## src/rtl/rv_pkg.sv

```systemverilog
// Shared RV32 decode constants and fetch-stage state encoding.
package rv_pkg;

    localparam logic [6:0] OP_R     = 7'b0110011;
    localparam logic [6:0] OP_I     = 7'b0010011;
    localparam logic [6:0] OP_LOAD  = 7'b0000011;
    localparam logic [6:0] OP_S     = 7'b0100011;
    localparam logic [6:0] OP_B     = 7'b1100011;
    localparam logic [6:0] OP_JAL   = 7'b1101111;
    localparam logic [6:0] OP_JALR  = 7'b1100111;
    localparam logic [6:0] OP_LUI   = 7'b0110111;
    localparam logic [6:0] OP_AUIPC = 7'b0010111;

    localparam logic [31:0] NOP_INSTR = 32'h0000_0013;

    typedef enum logic [1:0] {
        BOOT  = 2'd0,
        RUN   = 2'd1,
        FLUSH = 2'd2
    } fetch_state_e;

endpackage

```

## src/rtl/fetch_queue.sv

```systemverilog
// Small synchronous FIFO holding fetched {instruction, pc} pairs; flush empties it.
module fetch_queue #(
    parameter int unsigned DEPTH = 2,
    parameter int unsigned WIDTH = 64,
    localparam int unsigned CW   = $clog2(DEPTH + 1)
) (
    input  logic             clk,
    input  logic             rst,
    input  logic             push_i,
    input  logic [WIDTH-1:0] push_data_i,
    input  logic             pop_i,
    input  logic             flush_i,
    output logic [WIDTH-1:0] head_o,
    output logic [CW-1:0]    count_o
);

    localparam int unsigned PW = (DEPTH > 1) ? $clog2(DEPTH) : 1;

    logic [WIDTH-1:0] mem_q [DEPTH];
    logic [PW-1:0]    rd_ptr_q, rd_ptr_d;
    logic [PW-1:0]    wr_ptr_q, wr_ptr_d;
    logic [CW-1:0]    count_q, count_d;

    function automatic logic [PW-1:0] ptr_inc(input logic [PW-1:0] p);
        return (p == PW'(DEPTH - 1)) ? '0 : p + PW'(1);
    endfunction

    always_comb begin
        rd_ptr_d = rd_ptr_q;
        wr_ptr_d = wr_ptr_q;
        count_d  = count_q;
        if (flush_i) begin
            rd_ptr_d = '0;
            wr_ptr_d = '0;
            count_d  = '0;
        end else begin
            if (push_i) wr_ptr_d = ptr_inc(wr_ptr_q);
            if (pop_i)  rd_ptr_d = ptr_inc(rd_ptr_q);
            count_d = count_q + CW'(push_i) - CW'(pop_i);
        end
    end

    always_ff @(posedge clk or posedge rst) begin
        if (rst) begin
            rd_ptr_q <= '0;
            wr_ptr_q <= '0;
            count_q  <= '0;
        end else begin
            rd_ptr_q <= rd_ptr_d;
            wr_ptr_q <= wr_ptr_d;
            count_q  <= count_d;
        end
    end

    always_ff @(posedge clk) begin
        if (push_i) mem_q[wr_ptr_q] <= push_data_i;
    end

    assign head_o  = mem_q[rd_ptr_q];
    assign count_o = count_q;

endmodule

```

## src/rtl/fetch_unit.sv

```systemverilog
// Instruction fetch stage: PC, memory request channel, response queue and redirect flush.
module fetch_unit
    import rv_pkg::*;
#(
    parameter int unsigned            ADDR_WIDTH  = 32,
    parameter int unsigned            INSTR_WIDTH = 32,
    parameter logic [ADDR_WIDTH-1:0]  RESET_PC    = '0,
    parameter int unsigned            QDEPTH      = 2
) (
    input  logic                   clk,
    input  logic                   rst,
    output logic                   imem_req_valid,
    input  logic                   imem_req_ready,
    output logic [ADDR_WIDTH-1:0]  imem_req_addr,
    input  logic                   imem_rsp_valid,
    input  logic [INSTR_WIDTH-1:0] imem_rsp_data,
    input  logic                   redirect,
    input  logic [ADDR_WIDTH-1:0]  redirect_target,
    output logic                   instr_valid,
    input  logic                   instr_ready,
    output logic [INSTR_WIDTH-1:0] instr,
    output logic [ADDR_WIDTH-1:0]  instr_pc,
    output logic [6:0]             opcode,
    output logic [2:0]             funct3,
    output logic [6:0]             funct7
);

    localparam int unsigned   CW   = $clog2(QDEPTH + 1);
    localparam logic [CW:0]   QLIM = (CW + 1)'(QDEPTH);

    fetch_state_e state_q, state_d;
    logic [ADDR_WIDTH-1:0] fetch_pc_q, fetch_pc_d;
    logic [ADDR_WIDTH-1:0] rsp_pc_q, rsp_pc_d;
    logic [CW-1:0]         outstanding_q, outstanding_d;
    logic [CW-1:0]         discard_q, discard_d;

    logic                  issue_en, req_fire, rsp_fire, push, pop, head_valid;
    logic [CW-1:0]         q_count;
    logic [CW:0]           occ_sum;
    logic [INSTR_WIDTH+ADDR_WIDTH-1:0] head;
    logic [ADDR_WIDTH-1:0] target_aligned;

    assign target_aligned = redirect_target & ~ADDR_WIDTH'(3);

    always_ff @(posedge clk or posedge rst) begin
        if (rst) state_q <= BOOT;
        else     state_q <= state_d;
    end

    always_comb begin
        state_d = state_q;
        case (state_q)
            BOOT:    state_d = RUN;
            RUN:     if (redirect && discard_d != '0) state_d = FLUSH;
            FLUSH:   if (!redirect && discard_d == '0) state_d = RUN;
            default: state_d = BOOT;
        endcase
    end

    always_comb begin
        issue_en = (state_q != BOOT);
    end

    assign occ_sum        = {1'b0, q_count} + {1'b0, outstanding_q};
    assign imem_req_valid = issue_en & ~redirect & (occ_sum < QLIM);
    assign imem_req_addr  = fetch_pc_q;
    assign req_fire       = imem_req_valid & imem_req_ready;
    // Responses with nothing outstanding are protocol errors and are ignored.
    assign rsp_fire       = imem_rsp_valid & (outstanding_q != '0);
    assign push           = rsp_fire & (discard_q == '0) & ~redirect;
    assign head_valid     = (q_count != '0);
    assign pop            = head_valid & instr_ready;

    // rsp_pc tracks the PC of the next kept response; a redirect discards everything
    // older, so the next kept response is always the one fetched from the target.
    always_comb begin
        fetch_pc_d    = fetch_pc_q;
        rsp_pc_d      = rsp_pc_q;
        discard_d     = discard_q;
        outstanding_d = outstanding_q + CW'(req_fire) - CW'(rsp_fire);
        if (redirect) begin
            fetch_pc_d = target_aligned;
            rsp_pc_d   = target_aligned;
            discard_d  = outstanding_q - CW'(rsp_fire);
        end else begin
            if (req_fire) fetch_pc_d = fetch_pc_q + ADDR_WIDTH'(4);
            if (push)     rsp_pc_d   = rsp_pc_q + ADDR_WIDTH'(4);
            if (rsp_fire && discard_q != '0) discard_d = discard_q - CW'(1);
        end
    end

    always_ff @(posedge clk or posedge rst) begin
        if (rst) begin
            fetch_pc_q    <= RESET_PC;
            rsp_pc_q      <= RESET_PC;
            outstanding_q <= '0;
            discard_q     <= '0;
        end else begin
            fetch_pc_q    <= fetch_pc_d;
            rsp_pc_q      <= rsp_pc_d;
            outstanding_q <= outstanding_d;
            discard_q     <= discard_d;
        end
    end

    fetch_queue #(
        .DEPTH (QDEPTH),
        .WIDTH (INSTR_WIDTH + ADDR_WIDTH)
    ) u_queue (
        .clk         (clk),
        .rst         (rst),
        .push_i      (push),
        .push_data_i ({imem_rsp_data, rsp_pc_q}),
        .pop_i       (pop),
        .flush_i     (redirect),
        .head_o      (head),
        .count_o     (q_count)
    );

    assign instr_valid = head_valid;
    assign instr       = head_valid ? head[ADDR_WIDTH +: INSTR_WIDTH] : INSTR_WIDTH'(NOP_INSTR);
    assign instr_pc    = head_valid ? head[ADDR_WIDTH-1:0] : fetch_pc_q;
    assign opcode      = instr[6:0];
    assign funct3      = instr[14:12];
    assign funct7      = instr[31:25];

endmodule
```

## config.mk

```make
export PLATFORM = sky130hd
export DESIGN_NAME = fetch_unit
export DESIGN_NICKNAME = d
export VERILOG_FILES = /design/src/rtl/rv_pkg.sv /design/src/rtl/fetch_queue.sv /design/src/rtl/fetch_unit.sv
export SDC_FILE = /design/constraint.sdc
export NUM_CORES = 1
export LEC_CHECK = 0
export CORE_ASPECT_RATIO = 1.1
export CORE_MARGIN = 5
export CORE_UTILIZATION = 45
export CTS_CLUSTER_DIAMETER = 200
export DETAILED_ROUTE_END_ITERATION = 12
export MAX_ROUTING_LAYER = met4
export PLACE_DENSITY = 0.74
export SETUP_SLACK_MARGIN = 0.4
export SLEW_MARGIN = 25
export SYNTH_ARGS = -nofsm -noshare
export SYNTH_HDL_FRONTEND = slang
export SYNTH_SLANG_ARGS = --single-unit
```

## constraint.sdc

```tcl
create_clock -name clk -period 7.2 [get_ports clk]
set_clock_uncertainty 0.15 [all_clocks]
set_input_delay 2.16 -clock clk [delete_from_list [all_inputs] [get_ports clk]]
set_output_delay 2.16 -clock clk [all_outputs]
set_load 0.03 [all_outputs]
```

==> flow_summary_export.csv <==
group,metric,value,unit
power,swShare,0.403,
floorplanning,die_h,158,µm
cts,htreeDepth,4,
power,pwr-share-clk,0.219,
power,peakVddDrop,0.000254,V
worst_setup_path,end_kind,"output pin",
timing,timing.final.crit_period,5.60,ns
final_layout,drive_above_1_share,0.0688,
drt,drt-initial-drc-count,438,
timing,setup_tns,0,ns
worst_setup_path,start_kind,"input pin",
worst_setup_path,crit_arrival,3.29,ns
timing,rsz0062_at_grt,"no",
logic_synthesis,synthXorXnorAreaFrac,0.0373,
logic_synthesis,yosys_most_used_dff,"edfxtp_1",
global_routing,grt_start_max_net_pins,69,
final_layout,nNetsFinal,981,
logic_synthesis,synth-compound-area-share,0.0806,
final_layout,synthToLayoutAreaGrowth,28.5,%
power,powerDensity,392,nW/µm²
drt,num_vias,6410,
timing,drv_slew,0,
place,port_buffers,178,
worst_hold_path,holdPathStages,0,
logic_synthesis,synth.most_common_cell,"edfxtp_1",
final_layout,fill_cells,1616,
logic_synthesis,synthCells,747,
worst_setup_path,r2r_slack,2.96,ns
power,p_int,2.69,mW
worst_setup_path,path_cells,"buf_2 > nor3_1 > nor2b_1 > clkdlybuf4s50_1",
logic_synthesis,yosys.area_share.adder,0.0121,
floorplanning,ios,185,
drt,totalWireLength,22.1,mm
flow_run,max_cap_viol_count,0,
cts,cts-buffers-inserted,17,
logic_synthesis,synth_area_leaders,"edfxtp_1 42%, dfrtp_1 20%, mux2i_1 7.2%",
power,p_comb_frac,0.443,
worst_hold_path,hold_path.class,"reg -> reg",
floorplanning,start_util,0.454,
place,dp_hpwl,15.3,mm
global_routing,grt_pass1_vias,6233,
power,p_switching,1.81,mW
floorplanning,die_area,22800,µm²
drt,wire_per_inst,18.9,µm
logic_synthesis,ys_ff_latch,194,
logic_synthesis,synth-edff-count,124,
cts,clock_latency,0.44,ns
final_layout,multi_input_comb_area,3140,µm²
worst_setup_path,path_depth,4,
timing,setup_viol,0,
cts,clock-sinks,194,
logic_synthesis,syn_area,8930,µm²
worst_setup_path,worstSetupPathType,"in -> out",
drt,antenna_left,0,
logic_synthesis,ys_seq_area_frac,0.613,
global_routing,grt.total_usage,0.199,
logic_synthesis,synthMuxAreaShare,0.0781,
final_layout,postLayoutCoreUtil,0.584,
worst_setup_path,critPathRequiredTime,4.89,ns
drt,drtPass1Iterations,5,
timing,slew_headroom,0.431,
timing,tightest_slew,0.853,ns
final_layout,num_antenna_cells,0,
global_routing,antenna_found_initial,0,
logic_synthesis,avgSynthCellArea,12.0,µm²
timing,fmax,179,MHz
cts,clock_path_buffers,2,
worst_setup_path,reg2regPathDepth,10,
cts,cts_resized,0,
logic_synthesis,yosys.area_share.simple,0.140,
cts,cts_setup_buffers,0,
global_routing,grt_pass1_wl,33.8,mm
logic_synthesis,yosysTopAreaCell,"edfxtp_1",
drt,routed_via_density,5.49,
worst_setup_path,critPathSlowestCell,"clkdlybuf4s50_1",
cts,path_clk_slew,0.07,ns
power,pwr-share-seq,0.338,
floorplanning,coreArea,19700,µm²
logic_synthesis,async_flop_share,0.361,
global_routing,grt_overflow_total,0,
cts,cts-root-buf,"clkbuf_16",
worst_setup_path,cp_top_family,"buffers and inverters",
cts,cts_hold_buf,0,
worst_setup_path,cp_max_fo,2,
cts,cts_tree,"yes",
power,cellLeakagePower,4.01,nW
logic_synthesis,yosysUniqueCellTypes,53,
logic_synthesis,synth_top_family_by_area,"simple AND/OR/NAND/NOR gates",
status,status,"completed",
floorplanning,std_cell_rows,54,
logic_synthesis,yosys.area.top_type_share,0.417,
logic_synthesis,ys_warn_count,0,
logic_synthesis,synthTopCellsByCount,"124 x edfxtp_1, 81 x nand2_1, 70 x dfrtp_1",
timing,period_share,0.778,
floorplanning,die_w,144,µm
worst_setup_path,cp_slowest_stage_delay,0.68,ns
final_layout,ff_latch_area,5480,µm²
drt,drc,0,
timing,hold_violations,0,
worst_setup_path,critPathBufInv,2,
place,place_congestion,0.835,
power groups by stage:
stage | sequential (mW) | combinational (mW) | clock, mW
2_1_floorplan | 1.51 | 1.27 | 0
3_3_place_gp | 1.53 | 1.99 | 0
3_5_place_dp | 1.54 | 2.01 | 0
4_1_cts | 1.52 | 2.02 | 0.999
5_1_grt | 1.54 | 2.13 | 1.04
6_report | 1.52 | 1.99 | 0.983
logic make-up after synthesis:
kind of cell	after synthesis
flops	194
simple gates	254
fa+ha+maj	8
mux	69
xor+xnor	38
buf+inv	68
other cells	1
compound gates	115
layout by cell type (no fill, tap or decap), types with 3 or more instances in the layout:
| cell | n |
|---|---|
| nor4_1 | 4 |
| conb_1 | 4 |
| and3_1 | 4 |
| and4_1 | 4 |
| nand3_1 | 41 |
| inv_6 | 4 |
| buf_4 | 7 |
| nand2_1 | 81 |
| dfrtp_1 | 69 |
| mux2i_1 | 64 |
| xor2_1 | 24 |
| o211ai_1 | 16 |
| clkinvlp_4 | 4 |
| ha_1 | 7 |
| xnor2_1 | 14 |
| a21oi_1 | 8 |
| o311ai_0 | 12 |
| mux2_2 | 5 |
| inv_1 | 13 |
| nor3_1 | 9 |
| clkbuf_16 | 17 |
| nand4_1 | 22 |
| and2_1 | 5 |
| o21ai_0 | 66 |
| bufinv_16 | 3 |
| edfxtp_1 | 124 |
| clkdlybuf4s50_1 | 177 |
| a31oi_1 | 3 |
| nor2_1 | 58 |
metal layers:
| layer | part of all wire | up-vias | global-route usage |
|---|---|---|---|
| met5 | 0 | - | - |
| met4 | 0.016 | 0 | 0.0573 |
| met3 | 0.063 | 26 | 0.0411 |
| met2 | 0.51 | 226 | 0.330 |
| met1 | 0.41 | 3119 | 0.248 |
| li1 | - | 3039 | - |
worst register-to-register path, stage by stage (launching register included):
cell      delay (ns)
dfrtp_1         0.54
and2_1          0.21
fa_1            0.45
nor3_1          0.21
and3b_1         0.75
clkinv_1        0.79
ha_1            0.54
inv_1           0.04
ha_1            0.18
xnor2_1         0.14
xnor2_1         0.12
flip-flops by register name, indices dropped and copies added, names as in the netlist:
signal	flops
outstanding_q	2
u_queue.wr_ptr_q	1
state_q	2
rsp_pc_q	30
u_queue.mem_q	124
discard_q	2
imem_req_addr	30
u_queue.count_o	2
u_queue.rd_ptr_q	1
through the flow:
step	total power [mW]	setup slack [ns]	instances	hold slack [ns]	instance area [µm²]
global route	4.71	1.50	1168	0.337	11500
CTS	4.54	1.59	1168	0.330	11500
finish	4.50	1.60	1168	0.328	11500
floorplan	2.78	1.36	750	0.292	8940
global placement	3.52	1.61	1135	0.307	10800
detailed placement	3.55	1.60	1136	0.313	10900
cell type report:
type | instances | area share
inverters | 15 | 0.00491
well taps | 252 | 0.0275
flip-flops and latches | 194 | 0.477
repair buffers | 187 | 0.162
multi-input cells | 488 | 0.274
clock buffers | 18 | 0.0383
clock inverters | 14 | 0.0155
final timing paths:
| check | from | to |
|---|---|---|
| max | redirect | imem_req_valid |
| min | rsp_pc_q[29] | u_queue.mem_q[0][29] |
| max reg2reg | outstanding_q[0] | outstanding_q[1] |
| min reg2reg | rsp_pc_q[29] | u_queue.mem_q[0][29] |
| max in group asynchronous | rst | imem_req_addr[21] |
| min in group asynchronous | rst | state_q[0] |
Power figures use the tool's default switching activity.
